[src/rtl/data_mem_arb_pkg.sv]
// Shared types and constants for the data-memory arbiter.
package data_mem_arb_pkg;

    typedef enum logic {
        IDLE  = 1'b0,
        BURST = 1'b1
    } state_t;

    // Byte address = word index << WORD_SHIFT
    localparam int unsigned WORD_SHIFT = 2;

    // Requester indices
    localparam logic M0 = 1'b0;
    localparam logic M1 = 1'b1;

endpackage

[src/rtl/data_mem_arbiter_rr_arb2.sv]
// Two-way round-robin pick; the caller owns the last_grant register.
module rr_arb2
    import data_mem_arb_pkg::*;
(
    input  logic req0,
    input  logic req1,
    input  logic last_grant,
    output logic valid_c,
    output logic winner_c
);

    // On a tie the requester that did not win last time is chosen
    always_comb begin
        valid_c  = req0 | req1;
        winner_c = M0;
        if (req0 && req1) begin
            winner_c = (last_grant == M0) ? M1 : M0;
        end else if (req1) begin
            winner_c = M1;
        end
    end

endmodule

[src/rtl/data_mem_arbiter.sv]
// Round-robin burst arbiter sharing one single-port data memory between two requesters.
module data_mem_arbiter
    import data_mem_arb_pkg::*;
#(
    parameter int unsigned ADDR_W  = 32,
    parameter int unsigned DATA_W  = 32,
    parameter int unsigned BURST_W = 4
) (
    input  logic               clk,
    input  logic               rst_n,
    input  logic               m0_req,
    input  logic               m0_we,
    input  logic [ADDR_W-1:0]  m0_addr,
    input  logic [BURST_W-1:0] m0_len,
    input  logic [DATA_W-1:0]  m0_wdata,
    output logic               m0_gnt,
    output logic [DATA_W-1:0]  m0_rdata,
    output logic               m0_rvalid,
    output logic               m0_done,
    input  logic               m1_req,
    input  logic               m1_we,
    input  logic [ADDR_W-1:0]  m1_addr,
    input  logic [BURST_W-1:0] m1_len,
    input  logic [DATA_W-1:0]  m1_wdata,
    output logic               m1_gnt,
    output logic [DATA_W-1:0]  m1_rdata,
    output logic               m1_rvalid,
    output logic               m1_done,
    output logic [ADDR_W-1:0]  mem_access_addr,
    output logic [DATA_W-1:0]  mem_write_data,
    output logic               mem_write_en,
    output logic               mem_read_en,
    input  logic [DATA_W-1:0]  mem_read_data
);

    state_t             state;
    state_t             state_next;
    logic               owner;
    logic               last_grant;
    logic               we_q;
    logic [ADDR_W-1:0]  base_q;
    logic [BURST_W-1:0] len_q;
    logic [BURST_W-1:0] beat;
    logic               arb_valid;
    logic               arb_winner;
    logic               last_beat;

    rr_arb2 u_rr_arb2 (
        .req0       (m0_req),
        .req1       (m1_req),
        .last_grant (last_grant),
        .valid_c    (arb_valid),
        .winner_c   (arb_winner)
    );

    assign last_beat = (beat == len_q);

    // State register
    always_ff @(posedge clk or negedge rst_n) begin
        if (!rst_n) begin
            state <= IDLE;
        end else begin
            state <= state_next;
        end
    end

    // Next state plus grant and memory-port decode; all quiet outside BURST
    always_comb begin
        state_next      = state;
        m0_gnt          = 1'b0;
        m1_gnt          = 1'b0;
        mem_access_addr = '0;
        mem_write_data  = '0;
        mem_write_en    = 1'b0;
        mem_read_en     = 1'b0;
        case (state)
            IDLE: begin
                if (arb_valid) begin
                    state_next = BURST;
                end
            end
            BURST: begin
                mem_access_addr = base_q + (ADDR_W'(beat) << WORD_SHIFT);
                m0_gnt          = (owner == M0);
                m1_gnt          = (owner == M1);
                mem_write_en    = we_q;
                mem_read_en     = !we_q;
                if (we_q) begin
                    mem_write_data = (owner == M1) ? m1_wdata : m0_wdata;
                end
                if (last_beat) begin
                    state_next = IDLE;
                end
            end
            default: begin
                state_next = IDLE;
            end
        endcase
    end

    // Latch burst parameters at grant and step the beat counter
    always_ff @(posedge clk or negedge rst_n) begin
        if (!rst_n) begin
            owner      <= M0;
            last_grant <= M1;
            we_q       <= 1'b0;
            base_q     <= '0;
            len_q      <= '0;
            beat       <= '0;
        end else if (state == IDLE) begin
            if (arb_valid) begin
                owner      <= arb_winner;
                last_grant <= arb_winner;
                we_q       <= (arb_winner == M1) ? m1_we   : m0_we;
                base_q     <= (arb_winner == M1) ? m1_addr : m0_addr;
                len_q      <= (arb_winner == M1) ? m1_len  : m0_len;
                beat       <= '0;
            end
        end else begin
            beat <= beat + BURST_W'(1);
        end
    end

    // Registered read return and completion strobes for the owner
    always_ff @(posedge clk or negedge rst_n) begin
        if (!rst_n) begin
            m0_rdata  <= '0;
            m1_rdata  <= '0;
            m0_rvalid <= 1'b0;
            m1_rvalid <= 1'b0;
            m0_done   <= 1'b0;
            m1_done   <= 1'b0;
        end else begin
            m0_rvalid <= 1'b0;
            m1_rvalid <= 1'b0;
            m0_done   <= 1'b0;
            m1_done   <= 1'b0;
            if (state == BURST) begin
                if (!we_q) begin
                    if (owner == M0) begin
                        m0_rvalid <= 1'b1;
                        m0_rdata  <= mem_read_data;
                    end else begin
                        m1_rvalid <= 1'b1;
                        m1_rdata  <= mem_read_data;
                    end
                end
                if (last_beat) begin
                    if (owner == M0) begin
                        m0_done <= 1'b1;
                    end else begin
                        m1_done <= 1'b1;
                    end
                end
            end
        end
    end

endmodule

[config.mk]
export PLATFORM = sky130hd
export DESIGN_NAME = data_mem_arbiter
export DESIGN_NICKNAME = d
export VERILOG_FILES = /design/src/rtl/data_mem_arb_pkg.sv /design/src/rtl/data_mem_arbiter_rr_arb2.sv /design/src/rtl/data_mem_arbiter.sv
export SDC_FILE = /design/constraint.sdc
export NUM_CORES = 1
export LEC_CHECK = 0
export ABC_CLOCK_PERIOD_IN_PS = 2450
export BUFFER_PORTS_ARGS = -buffer_cell sky130_fd_sc_hd__buf_2
export CORE_MARGIN = 10
export CORE_UTILIZATION = 41
export DETAILED_ROUTE_END_ITERATION = 7
export PLACE_DENSITY = 0.77
export RECOVER_POWER = 100
export SLEW_MARGIN = 30
export SYNTH_ARGS = -nofsm -noshare
export SYNTH_HDL_FRONTEND = slang
export SYNTH_HIERARCHICAL = 1
export SYNTH_SLANG_ARGS = --single-unit
[constraint.sdc]
create_clock -name clk -period 2.45 [get_ports clk]
set_input_delay 0.49 -clock clk [delete_from_list [all_inputs] [get_ports clk]]
set_output_delay 0.49 -clock clk [all_outputs]
set_load 0.03 [all_outputs]
==> results by group <==
STA
  – Hold_ws: 0.372 ns
  – Final setup vio count: 27
  – Max-slew headroom: -25.0%
  – Post-layout min period: 3.07 ns
  – Tcrit/Tclk final: 125%
  – Final hold viol count: 0
  – Fin Clk Skew: 0.0105 ns
  – Worst Setup Slack, final: -0.617 ns
  – Final TNS setup: -10.61 ns
  – Slew Viols, Final: 35
  – Fmax: 0.326 GHz
  – RSZ-0062 raised after global routing: yes
  – Worst Max-Slew Pin Slew: 1.87 ns

Yosys
  – Simple-gate share of the synthesized area: 13.4%
  – Post-synth ARST share: 100%
  – Compound-Gate Fraction of Synth Area: 8.09%
  – Synth top area share: 46.9%
  – Post-Synth Adder-Cell Area: 1.39%
  – Synth top area cells: dfrtp_1, mux2i_1, mux2_2
  – Post-synth EDFFs: 0
  – Unique masters post-synth: 39
  – Synth area leader: dfrtp_1
  – Cell area after synthesis: 5930 µm²
  – Largest family of logic cells by synthesized area: multiplexers
  – Syn_nets: 746
  – Warnings from Yosys: 6
  – Synthesized netlist cell count: 566
  – Xor/xnor share of the synthesized area: 1.48%
  – Flops & latches, synth: 112
  – Sequential fraction of the synthesis area: 47.3%
  – Mux share of post-synthesis cell area: 25.0%
  – Primary FF master, synth: dfrtp_1
  – Avg Cell Area, Syn: 10.5 µm²

Setup path
  – Worst Path Required: 1.96 ns
  – Element type at the critical path start: flip-flop
  – Crit-path max cell delay: 0.36 ns
  – Crit path cell chain: ha_2 > inv_2 > fa_2 > nand2b_4 > a21o_4 > buf_12 > nor4b_4 > mux2i_4 > buf_6
  – CP arrival: 2.58 ns
  – Worst path bufs/invs: 3
  – Crit Path Category: flip-flop to output pin
  – Delay-heaviest family, CP: adder cells
  – Crit-path max FO: 11
  – Slowest-stage cell, CP: dfrtp_1
  – Critical path endpoint category: output pin

Detailed routing
  – Final Routed Wirelength: 20.8 mm
  – Post-route ant nets: 0
  – DRC viols: 0
  – WL per Instance: 19.0 µm
  – Vias per cell: 5.11
  – First DRT Iteration DRCs: 327
  – Vias: 5617
  – 1st-pass router iterations: 4

Cells and area
  – Register area: 2810 µm²
  – Core Util, Final: 63.5%
  – Layout cells sized above 1: 50.1%
  – Multi-input gate area: 3380 µm²
  – Synthesis-to-finish area growth: 50.5%
  – Final #Nets: 1094
  – # fillers: 1141
  – Commonest non-fill, non-tap cells in the layout: buf_2, dfrtp_1, mux2i_1
  – Post-route design area: 8920 µm²
  – Commonest non-fill, non-tap cell in the layout: buf_2

Clock network
  – Clock transition at path regs: 0.08 ns
  – Clock Tree Root: clkbuf_16
  – Clk_lat worst skew: 0.36 ns
  – Clock Path Buffers: 2
  – # H-tree levels: 3
  – CTS tree: built
  – CTS Buf Count: 9
  – Hold_buf cts: 0
  – Clock Sinks: 112

Die
  – Placeable Area: 14000 µm²
  – Initial Utilization: 42.2%
  – Die Span Y: 140 µm
  – Die area: 19700 µm²
  – I/O Pins: 310
  – Die extent in x: 140 µm
  – Row cnt: 43

GRT
  – Grt ovf: 0
  – Gr usage total: 20.2%
  – Antenna violations before repair: 0
  – First-pass GRT wire length: 32.3 mm
  – Pin count of the biggest net entering global routing: 55
  – Vias in the first global route: 6006

Placed design
  – DP Area: 8280 µm²
  – Hpwl dp: 16.2 mm
  – I/O Buffers: 309
  – GP Congestion: 0.793

Hold path
  – Worst hold path class: primary input to flip-flop

Job
  – # Max-Cap Violations: 1

Power
  – Pleak: 4.30 nW
  – Peak supply drop: 0.000841 V
  – P per Cell Area: 1550 nW/µm²

Status
  – Status: finished, violations left
  – Failing checks: max-capacitance violations, max-slew violations, negative setup slack
## through the flow
stage	instances	total power, W	setup slack, ns
3_3_place_gp	1075	0.0115	-0.305
6_report	1099	0.0138	-0.617
5_1_grt	1098	0.0147	-0.714
2_1_floorplan	566	0.00889	-0.212
3_5_place_dp	1075	0.0117	-0.347
4_1_cts	1095	0.0139	-0.600
## sequential cells by signal, indices dropped and copies added (netlist names)
name        cells
m0_done         1
m1_done         1
m0_rvalid       1
len_q           4
m1_rdata       32
base_q         32
last_grant      1
m0_rdata       32
m1_rvalid       1
owner           1
we_q            1
state           1
beat            4
## synth_stat cells, drive strengths merged (3+ instances only)
library cell and number:
xnor2 7, a211oi 4, and2 6, o31ai 11, buf 15, clkbuf 20, mux2i 76, or4 10
a21oi 16, dfrtp 111, a21o 3, nor2 45, nand2b 7, o21ai 43, xor2 3, nand3 12
or3 6, nand4 3, mux2 64, nor4 7, nand2 62, inv 14, ha 5
## layer usage
metal  part of all wire, %  vias to the layer above  global-route usage [%]
li1                      -                     2699                       -
met1                    38                     2688                    22.3
met2                    51                      204                    35.3
met3                   9.0                       26                    8.18
met4                   1.4                        0                    5.11
met5                     0                        -                       0
## report_power, final
part	total (W)	internal (W)	switching (W)
registers	0.00341	0.00280	0.000605
clock network	0.00144	0.000714	0.000725
logic	0.00900	0.00355	0.00545
total	0.0138	0.00707	0.00678
## kinds of logic (layout without fill, tap and decap cells)
group                      after synthesis  in the layout
AOI/OAI and AO/OA                       83             83
xor gates and xnor gates                10             10
adders and majority gates                6              6
buffers and inverters                   49            401
DFF                                    112            112
muxes                                  140            140
other                                    0              1
and+or+nand+nor                        166            166
## final cells by class
| cell class | count | share of cell area (%) |
|---|---|---|
| timing repair buffer | 372 | 24.2 |
| inverter | 14 | 0.631 |
| multi-input combinational | 405 | 37.9 |
| clock inverter | 6 | 0.702 |
| sequential | 112 | 31.5 |
| clock buffer | 9 | 2.53 |
| tap | 180 | 2.53 |
| antenna | 1 | 0.0281 |
## final timing paths
path                                       endpoint                    from  cells past startpoint  slack (ns)
min in group asynchronous    base_q[24]$_DFFE_PN0P_                   rst_n                      1        0.65
max in group asynchronous   m0_rdata[2]$_DFFE_PN0P_                   rst_n                      2        0.30
min                        m0_rdata[18]$_DFFE_PN0P_       mem_read_data[18]                      2        0.37
max reg2reg                 m0_rdata[9]$_DFFE_PN0P_         state$_DFF_PN0_                      5        0.39
max                             mem_access_addr[28]     beat[0]$_DFFE_PN0P_                      9       -0.62
min reg2reg                  last_grant$_DFFE_PN1P_  last_grant$_DFFE_PN1P_                      2        0.49
## repair_timing
| action | in CTS | in global routing |
|---|---|---|
| gates resized for setup | 84 | 17 |
| cloned | 2 | 0 |
| setup buffers | 4 | 4 |
| setup endpoints to repair | 27 | 28 |
| pin swaps | 16 | 13 |
(Power assumes the default switching activity.)
